### config.mk
export PLATFORM = sky130hd
export DESIGN_NAME = uart_rx_only_flat
export DESIGN_NICKNAME = d
export VERILOG_FILES = /design/src/rtl/uart_pkg.sv /design/src/rtl/uart_rx_only_if.sv /design/src/rtl/clock_enable_divider.sv /design/src/rtl/uart_rx_only.sv /design/src/flat_wrapper.sv
export SDC_FILE = /design/constraint.sdc
export NUM_CORES = 1
export LEC_CHECK = 0
export CAP_MARGIN = 20
export CORE_ASPECT_RATIO = 0.75
export CORE_MARGIN = 5
export CORE_UTILIZATION = 59
export DETAILED_ROUTE_END_ITERATION = 7
export GPL_ROUTABILITY_DRIVEN = 0
export PLACE_DENSITY = 0.82
export SLEW_MARGIN = 10
export SYNTH_ARGS = -nofsm -noshare
export SYNTH_HDL_FRONTEND = slang
export SYNTH_SLANG_ARGS = --single-unit
### constraint.sdc
create_clock -name i_clk_7_37mhz -period 4.11 [get_ports i_clk_7_37mhz]
set_clock_uncertainty 0.05 [all_clocks]
set_input_delay 0.822 -clock i_clk_7_37mhz [delete_from_list [all_inputs] [get_ports i_clk_7_37mhz]]
set_output_delay 0.822 -clock i_clk_7_37mhz [all_outputs]
set_load 0.005 [all_outputs]
### src/rtl/uart_pkg.sv
`default_nettype none
// ============================================================================
//  Module      : uart_pkg
//  Description : Shared UART types, constants and baud divisor helper.
//  Revision    : 1.0 - initial release
// ============================================================================
package uart_pkg;

    typedef enum logic [2:0] {
        ST_IDLE  = 3'b000,
        ST_START = 3'b001,
        ST_DATA  = 3'b011,
        ST_STOP  = 3'b010,
        ST_BREAK = 3'b110
    } t_uartrxonly_state;

    localparam int c_uart_oversample = 16;
    localparam int c_uart_data_bits  = 8;

    // 7.3728 MHz / (16 * baud) == 4 * 115200 / baud
    function automatic int f_ce_divisor(input int baud);
        return (4 * 115200) / baud;
    endfunction

endpackage
`default_nettype wire

### src/rtl/uart_rx_only_if.sv
`default_nettype none
// ============================================================================
//  Module      : uart_rx_only_if
//  Description : Received-byte output bundle of the RX-only UART.
//  Revision    : 1.0 - initial release
// ============================================================================
interface uart_rx_only_if;

    logic [7:0] o_rx_data;
    logic       o_rx_valid;
    logic       o_rx_frame_err;

    modport master (
        output o_rx_data,
        output o_rx_valid,
        output o_rx_frame_err
    );

    modport slave (
        input o_rx_data,
        input o_rx_valid,
        input o_rx_frame_err
    );

endinterface
`default_nettype wire

### src/rtl/clock_enable_divider.sv
`default_nettype none
// ============================================================================
//  Module      : clock_enable_divider
//  Description : Single-cycle clock-enable pulse every par_ce_divisor
//                qualified input enables.
//  Revision    : 1.0 - initial release
// ============================================================================
module clock_enable_divider #(
    parameter int par_ce_divisor = 4
) (
    input  wire logic clk,
    input  wire logic rst,
    input  wire logic i_ce_mhz,
    output logic      o_ce
);

    localparam int c_cnt_w = (par_ce_divisor > 1) ? $clog2(par_ce_divisor) : 1;
    localparam logic [c_cnt_w-1:0] c_cnt_last = c_cnt_w'(par_ce_divisor - 1);

    logic [c_cnt_w-1:0] r_cnt;
    logic               r_ce;

    always_ff @(posedge clk) begin
        if (rst) begin
            r_cnt <= '0;
            r_ce  <= 1'b0;
        end else begin
            r_ce <= 1'b0;
            if (i_ce_mhz) begin
                if (r_cnt == c_cnt_last) begin
                    r_cnt <= '0;
                    r_ce  <= 1'b1;
                end else begin
                    r_cnt <= r_cnt + 1'b1;
                end
            end
        end
    end

    assign o_ce = r_ce;

endmodule
`default_nettype wire

### src/rtl/uart_rx_only.sv
`default_nettype none
// ============================================================================
//  Module      : uart_rx_only
//  Description : 16x-oversampling 8N1 UART receiver with frame-error and
//                break handling; one-cycle valid / frame-error pulses.
//  Revision    : 1.0 - initial release
// ============================================================================
module uart_rx_only
    import uart_pkg::*;
#(
    parameter int parm_BAUD        = 115200,
    parameter int parm_sync_stages = 2
) (
    input  wire logic          i_clk_7_37mhz,
    input  wire logic          i_rst_7_37mhz,
    input  wire logic          ei_uart_rx,
    uart_rx_only_if.master     rx_bus
);

    localparam int         c_ce_divisor = f_ce_divisor(parm_BAUD);
    localparam logic [3:0] c_mid_start  = 4'(c_uart_oversample / 2 - 1);
    localparam logic [3:0] c_last_tick  = 4'(c_uart_oversample - 1);
    localparam logic [2:0] c_last_bit   = 3'(c_uart_data_bits - 1);

    logic                          w_tick;
    logic [parm_sync_stages-1:0]   r_sync;
    logic                          w_rx_s;

    t_uartrxonly_state             r_state;
    t_uartrxonly_state             w_next;

    logic [3:0]                    r_s_t;
    logic [2:0]                    r_s_i;
    logic [c_uart_data_bits-1:0]   r_shift;
    logic [7:0]                    r_rx_data;
    logic                          r_rx_valid;
    logic                          r_rx_frame_err;

    logic                          w_shift_en;
    logic                          w_stop_mid;
    logic                          w_byte_ok;
    logic                          w_frame_bad;
    logic                          w_clr_t;

    clock_enable_divider #(
        .par_ce_divisor (c_ce_divisor)
    ) u_ce_div (
        .clk      (i_clk_7_37mhz),
        .rst      (i_rst_7_37mhz),
        .i_ce_mhz (1'b1),
        .o_ce     (w_tick)
    );

    // Synchronizer resets high so a reset never looks like a start bit
    always_ff @(posedge i_clk_7_37mhz) begin
        if (i_rst_7_37mhz) begin
            r_sync <= '1;
        end else begin
            r_sync <= {r_sync[parm_sync_stages-2:0], ei_uart_rx};
        end
    end

    assign w_rx_s = r_sync[parm_sync_stages-1];

    always_ff @(posedge i_clk_7_37mhz) begin
        if (i_rst_7_37mhz) begin
            r_state <= ST_IDLE;
        end else begin
            r_state <= w_next;
        end
    end

    always_comb begin
        w_next = r_state;
        case (r_state)
            ST_IDLE: begin
                if (w_tick && !w_rx_s) w_next = ST_START;
            end
            ST_START: begin
                if (w_tick && (r_s_t == c_mid_start)) w_next = w_rx_s ? ST_IDLE : ST_DATA;
            end
            ST_DATA: begin
                if (w_tick && (r_s_t == c_last_tick) && (r_s_i == c_last_bit)) w_next = ST_STOP;
            end
            ST_STOP: begin
                if (w_tick && (r_s_t == c_last_tick)) w_next = w_rx_s ? ST_IDLE : ST_BREAK;
            end
            ST_BREAK: begin
                if (w_tick && w_rx_s) w_next = ST_IDLE;
            end
            default: w_next = ST_IDLE;
        endcase
    end

    always_comb begin
        w_shift_en  = w_tick && (r_state == ST_DATA) && (r_s_t == c_last_tick);
        w_stop_mid  = w_tick && (r_state == ST_STOP) && (r_s_t == c_last_tick);
        w_byte_ok   = w_stop_mid && w_rx_s;
        w_frame_bad = w_stop_mid && !w_rx_s;
        w_clr_t     = (w_next != r_state) || (r_state == ST_IDLE) || (r_state == ST_BREAK);
    end

    // Pulses are cleared every clock; everything else advances only on ticks
    always_ff @(posedge i_clk_7_37mhz) begin
        if (i_rst_7_37mhz) begin
            r_s_t          <= 4'd0;
            r_s_i          <= 3'd0;
            r_shift        <= '0;
            r_rx_data      <= 8'h00;
            r_rx_valid     <= 1'b0;
            r_rx_frame_err <= 1'b0;
        end else begin
            r_rx_valid     <= w_byte_ok;
            r_rx_frame_err <= w_frame_bad;
            if (w_byte_ok) begin
                r_rx_data <= r_shift;
            end
            if (w_tick) begin
                r_s_t <= w_clr_t ? 4'd0 : r_s_t + 4'd1;
                if (r_state == ST_START) begin
                    r_s_i <= 3'd0;
                end else if (w_shift_en) begin
                    r_shift <= {w_rx_s, r_shift[c_uart_data_bits-1:1]};
                    r_s_i   <= r_s_i + 3'd1;
                end
            end
        end
    end

    assign rx_bus.o_rx_data      = r_rx_data;
    assign rx_bus.o_rx_valid     = r_rx_valid;
    assign rx_bus.o_rx_frame_err = r_rx_frame_err;

endmodule
`default_nettype wire

### src/flat_wrapper.sv
// flat-port wrapper written by rule: the top's interface ports become plain ports
module uart_rx_only_flat import uart_pkg::*;
#(
    parameter int parm_BAUD        = 115200,
    parameter int parm_sync_stages = 2
)
  (i_clk_7_37mhz, i_rst_7_37mhz, ei_uart_rx, rx_bus_o_rx_data, rx_bus_o_rx_valid, rx_bus_o_rx_frame_err);
  uart_rx_only_if rx_bus_i ();
  input  wire logic i_clk_7_37mhz;
  input  wire logic i_rst_7_37mhz;
  input  wire logic ei_uart_rx;
  output wire logic [$bits(rx_bus_i.o_rx_data)-1:0] rx_bus_o_rx_data;
  output wire logic [$bits(rx_bus_i.o_rx_valid)-1:0] rx_bus_o_rx_valid;
  output wire logic [$bits(rx_bus_i.o_rx_frame_err)-1:0] rx_bus_o_rx_frame_err;
  assign rx_bus_o_rx_data = rx_bus_i.o_rx_data;
  assign rx_bus_o_rx_valid = rx_bus_i.o_rx_valid;
  assign rx_bus_o_rx_frame_err = rx_bus_i.o_rx_frame_err;
  uart_rx_only #(.parm_BAUD(parm_BAUD), .parm_sync_stages(parm_sync_stages)) u_core (.i_clk_7_37mhz(i_clk_7_37mhz), .i_rst_7_37mhz(i_rst_7_37mhz), .ei_uart_rx(ei_uart_rx), .rx_bus(rx_bus_i));
endmodule
# After elaboration in Yosys (flattened, before gate mapping)
# Index checks and enable logic that the tools add are counted.
# classes
bitwise_logic	1
n_mux	12
n_addsub	3
eq_ne	9
reduce_logical	19
# ops
operator	n
2-to-1 mux 3 bit	8
case mux 3 bit (5 select lines)	1
logical AND 1 bit	11
== test 3 x 2 -> 1 bit, second input constant	2
== test 3 bit, second input constant	2
adder 4 x 1 -> 4 bit, second input constant	1
== test 4 x 3 -> 1 bit, second input constant	1
== test 4 bit, second input constant	1
2-to-1 mux 4 bit	1
adder 3 x 1 -> 3 bit, second input constant	1
== test 3 x 1 -> 1 bit, second input constant	1
logical NOT 3 bit	1
inequality test 3 bit	1
AND reduction 3 bit	1
adder 2 x 1 -> 2 bit, second input constant	1
== test 2 bit, second input constant	1
logical OR 1 bit	2
2-to-1 mux 2 bit	1
AND reduction 2 bit	1
nonzero test 2 bit	1
OR reduction 2 bit	1
logical NOT 1 bit	1
2-to-1 mux 1 bit	1
inverter 1 bit	1
# word_totals
regBits	33
output_inout_bits	10
inputBits	3

# Depth between registers and ports, before layout
# depth
depth_word	9
ltp_mapped	8
ltp_nobuf	6

# Hierarchy
# Synthesis repeated with hierarchy kept, for this count alone.
# hier_totals
cells_unflattened	149
area_unflattened_um2	1453.9
# modules_own_cells
module	area_each_um2	n_inst	cells_each	seq_area_each_um2
uart_rx_only	1338.8	1	139	600.6
clock_enable_divider	115.1	1	10	60.1

# Worst setup path after synthesis
# Ideal clock, no wire load.
# synth_timing
path_kind	register -> register
startpoint	register u_core.r_s_t[0]
endpoint	register u_core.r_s_t[3]
t_required_ps	3986
setup_time_ps	74
path_stages_with_launch	7
path_slack_ps	2393
arrival_ps	1593
period_less_slack_ps	1717
path_cell_list	dfxtp_1 > ha_1 > and4_1 > nand2_1 > a211oi_2 > or4_1 > a31oi_1
# synth_via
elab_chain_len	9
elab_cells_between_ends	14
cone_classes	1 x add/sub; 3 x eq/ne; 5 x mux; 5 x reduce/logical
# synth_lines
item	line_no	source
start: declaration	uart_rx_only.sv:32	logic [3:0] r_s_t;
start signal: assignment	uart_rx_only.sv:119	r_s_t <= w_clr_t ? 4'd0 : r_s_t + 4'd1;
== test 4 bit	uart_rx_only.sv:83, uart_rx_only.sv:86	
logical AND 1 bit	uart_rx_only.sv:83, uart_rx_only.sv:86	
logical AND 1 bit	uart_rx_only.sv:83	if (w_tick && (r_s_t == c_last_tick) && (r_s_i == c_last_bit)) w_next = ST_STOP;
2-to-1 mux 3 bit	uart_rx_only.sv:83	
case mux 3 bit (5 select lines)	uart_rx_only.sv:75	case (r_state)
inequality test 3 bit	uart_rx_only.sv:100	w_clr_t = (w_next != r_state) || (r_state == ST_IDLE) || (r_state == ST_BREAK);
logical OR 1 bit (2 in series)	uart_rx_only.sv:100	
2-to-1 mux 4 bit (*)	uart_rx_only.sv:119	
# Mark *: on every way between the ends. The rest lies on a longest branch, timed or not.
# A chain may end at the register's enable or synchronous reset.

# Final worst setup path
# layout_timing
startpoint	register u_core.r_rx_data[2], in the netlist u_core.rx_bus.o_rx_data[2]
endpoint	output port rx_bus_o_rx_data[2]
# layout_rtl
item	line_no	source
start: declaration	uart_rx_only.sv:35	logic [7:0] r_rx_data;
start signal: assignment	uart_rx_only.sv:116	r_rx_data <= r_shift;
end: declaration	flat_wrapper.sv:12	output wire logic [$bits(rx_bus_i.o_rx_data)-1:0] rx_bus_o_rx_data;
# No word-level cell between the ends.

==> flow_summary_export.csv <==
group,metric,value,unit
run_status,outcome,"finished, final reports clean",
yosys,seq_area_frac_synth,0.467,
hold_path,hold_path_class,"register to register",
routing,ant_nets,0,
timing,setup_violations,0,
power_and_ir_drop,p_sw,0.000123,W
yosys,syn-num-nets,158,
setup_path,worstSetupPathType,"register to output port",
yosys,yosys_warnings,0,
setup_path,critical_path.endpoint_type,"output port",
finish,seq_area,661,um2
timing,fmax,0.485,GHz
power_and_ir_drop,power,0.000606,W
finish,drive_gt1_frac,0.128,
floorplan,die_area,3490,um2
clock_network,insertion_delay,0.32,ns
clock_network,clockBufferDepth,2,
floorplan,die_h,52.4,um
power_and_ir_drop,vdd_ir_drop_max,0.000272,V
setup_path,r2r_slack,2.06,ns
setup_path,path_buf_inv,1,
power_and_ir_drop,power_density,370,nW/um2
clock_network,cts_buffers,5,
timing,rsz0062_at_grt,"false",
yosys,ys_types,44,
run,maxCapViolations,0,
global_route,grt_pass1_wl,4370,um
clock_network,cts_setup_buffers,0,
yosys,synthCells,151,
setup_path,r2r_end,"u_core.rx_bus.o_rx_data[7]$_SDFFE_PP0P_",
setup_path,rr_worst_depth,5,
floorplan,core,2290,um2
global_route,grt_max_degree,34,
finish,area_growth,16.0,%
power_and_ir_drop,swShare,0.203,
finish,fin_nets,170,
floorplan,io_pins,13,
timing,setup_tns,0,ns
power_and_ir_drop,pwr-share-clk,0.410,
routing,drt-vias-per-instance,5.39,
timing,fin_crit_sh,0.502,
power_and_ir_drop,p_leak,0.615,nW
routing,wl_per_cell,12.8,um
setup_path,required,3.24,ns
setup_path,cpPeakStageDelay,0.52,ns
setup_path,start_kind,"register",
power_and_ir_drop,p_comb_frac,0.044,
global_route,antenna_found_initial,0,
floorplan,placementRows,15,
clock_network,clk_pin_slew_worst_paths,0.10,ns
finish,multi_input_area,682,um2
clock_network,cts_num_sinks,33,
setup_path,slowest_stage,"clkdlybuf4s50_1",
finish,fin_util,0.716,
finish,diodes,0,
setup_path,critPathTopFamily,"buffers and inverters",
finish,fill_cells,203,
setup_path,r2r_start,"u_core.u_ce_div.o_ce$_SDFF_PP0_",
placement,io_buffers,12,
clock_network,cts_tree,"yes",
routing,wl,2540,um
timing,tightest_slew,0.544,ns
routing,dr_total_vias,1067,
clock_network,cts_resized,0,
finish,fin_area,1640,um2
global_route,track_usage,0.168,
routing,drc_errors,0,
setup_path,worstPathMaxFanout,2,
yosys,synth_top_area_frac,0.467,
yosys,ys.flop_type,"dfxtp_1",
hold_path,min_path_cells,1,
clock_network,cts-root-buf,"clkbuf_4",
yosys,synth_top_cell_by_area,"dfxtp_1",
routing,firstDrtPassIters,4,
placement,hpwl,1750,um
clock_network,ctsHoldBuffers,0,
global_route,grt_overflow,0,
setup_path,crit_arrival,1.19,ns
floorplan,fp.dieW,66.5,um
timing,min_period,2.06,ns
timing,final_max_slew_viol_count,0,
yosys,avgSynthCellArea,9.36,um2
global_route,grt_pass1_vias,1001,
routing,drt-initial-drc-count,57,
hold_path,hp-start,"u_core.r_sync[0]$_SDFF_PP1_",
yosys,synth_seq_cells,33,
timing,slew_headroom,0.636,
setup_path,cp_cell_sequence,"clkdlybuf4s50_1",
hold_path,hold-path-endpoint,"u_core.r_sync[1]$_SDFF_PP1_",
power_and_ir_drop,p_seq_frac,0.545,
timing,hold_violations,0,
yosys,syn_area,1410,um2
floorplan,start_util,0.617,
power_and_ir_drop,p_int,0.000483,W
yosys,synth_edf_count,0,
placement,placed_cell_area,1530,um2
clock_network,htree_levels,2,
yosys,synthArstFlopShare,0,
yosys,yosys-top-cells-area,"dfxtp_1 (47%), mux2i_1 (6.4%), nand2_1 (5.6%)",
[sequential cells by signal (all words and copies together) (netlist names)]
| register | flops |
|---|---|
| u_core.rx_bus.o_rx_frame_err | 1 |
| u_core.u_ce_div.o_ce | 1 |
| u_core.r_s_i | 3 |
| u_core.rx_bus.o_rx_valid | 1 |
| u_core.rx_bus.o_rx_data | 8 |
| u_core.r_state | 3 |
| u_core.u_ce_div.r_cnt | 2 |
| u_core.r_sync | 2 |
| u_core.r_s_t | 4 |
| u_core.r_shift | 8 |
[cell usage in the layout (no fill, tap or decap), drive strengths merged, types with 4 or more instances in the layout]
cell type,n
a21oi,11
clkdlybuf4s50,12
nand2b,4
ha,4
nand3,4
a31oi,4
nor3,4
clkbuf,7
dfxtp,33
nor2,16
nand2,21
inv,4
mux2i,9
[per-stage QoR]
step / worst slack, ns / std cells / hold WS, ns
CTS: 1.92 / 197 / 0.369
global placement: 1.63 / 189 / 0.341
floorplan: 2.39 / 151 / 0.339
global route: 1.82 / 198 / 0.390
detailed placement: 1.57 / 189 / 0.347
finish: 2.05 / 198 / 0.369
[layer usage]
metal | up-vias | part of all wire | global-route usage
li1 | 551 | - | -
met1 | 493 | 0.48 | 0.210
met2 | 21 | 0.47 | 0.262
met3 | 2 | 0.044 | 0.0579
met4 | 0 | 0.0059 | 0.0743
met5 | - | 0 | 0
[power by group through the flow]
| stage | registers (W) | logic, W | clock network, W |
|---|---|---|---|
| after CTS | 0.000331 | 0.0000239 | 0.000254 |
| after floorplan | 0.000333 | 0.0000250 | 0 |
| after global routing | 0.000332 | 0.0000302 | 0.000271 |
| after global placement | 0.000338 | 0.0000226 | 0 |
| after detailed placement | 0.000338 | 0.0000239 | 0 |
| final | 0.000331 | 0.0000269 | 0.000249 |
[synthesized netlist by cell type (2+ instances only)]
cell type,instances
dfxtp_1,33
nand2_1,21
nor2_1,16
a21oi_1,11
mux2i_1,9
ha_1,4
nand2b_1,4
nand3_1,4
nor3_1,4
buf_2,3
clkbuf_1,3
inv_1,3
a22oi_1,2
a31oi_1,2
buf_6,2
or2_2,2
[worst max path at each step]
| stage | from | end | slack (ns) | depth (start not counted) |
|---|---|---|---|---|
| after floorplan | u_core.r_s_t[0]$_SDFFE_PP0P_ | u_core.r_s_t[3]$_SDFFE_PP0P_ | 2.39 | 6 |
| after global placement | i_rst_7_37mhz | u_core.r_sync[0]$_SDFF_PP1_ | 1.63 | 2 |
| after detailed placement | i_rst_7_37mhz | u_core.r_sync[1]$_SDFF_PP1_ | 1.57 | 2 |
| after CTS | i_rst_7_37mhz | u_core.r_sync[1]$_SDFF_PP1_ | 1.92 | 2 |
| after global routing | u_core.u_ce_div.o_ce$_SDFF_PP0_ | u_core.rx_bus.o_rx_data[7]$_SDFFE_PP0P_ | 1.82 | 5 |
| final | u_core.rx_bus.o_rx_data[2]$_SDFFE_PP0P_ | rx_bus_o_rx_data[2] | 2.05 | 1 |
[logic make-up (layout without fill, tap and decap cells)]
group | after synthesis | count (layout) | synth area share
AOI/OAI and AO/OA | 27 | 27 | 0.145
and+or+nand+nor | 65 | 65 | 0.238
muxes | 9 | 9 | 0.0637
DFF | 33 | 33 | 0.467
buffers and inverters | 13 | 26 | 0.0504
adders and majority gates | 4 | 4 | 0.0354
[final cells by class]
type                            instances  share of cell area
Clock buffer                            7              0.0336
Clock inverter                          1              0.0183
Inverter                                4             0.00915
Multi-Input combinational cell        105               0.416
Sequential cell                        33               0.403
Tap cell                               34              0.0259
Timing Repair Buffer                   14              0.0946
(Power assumes the default switching activity.)
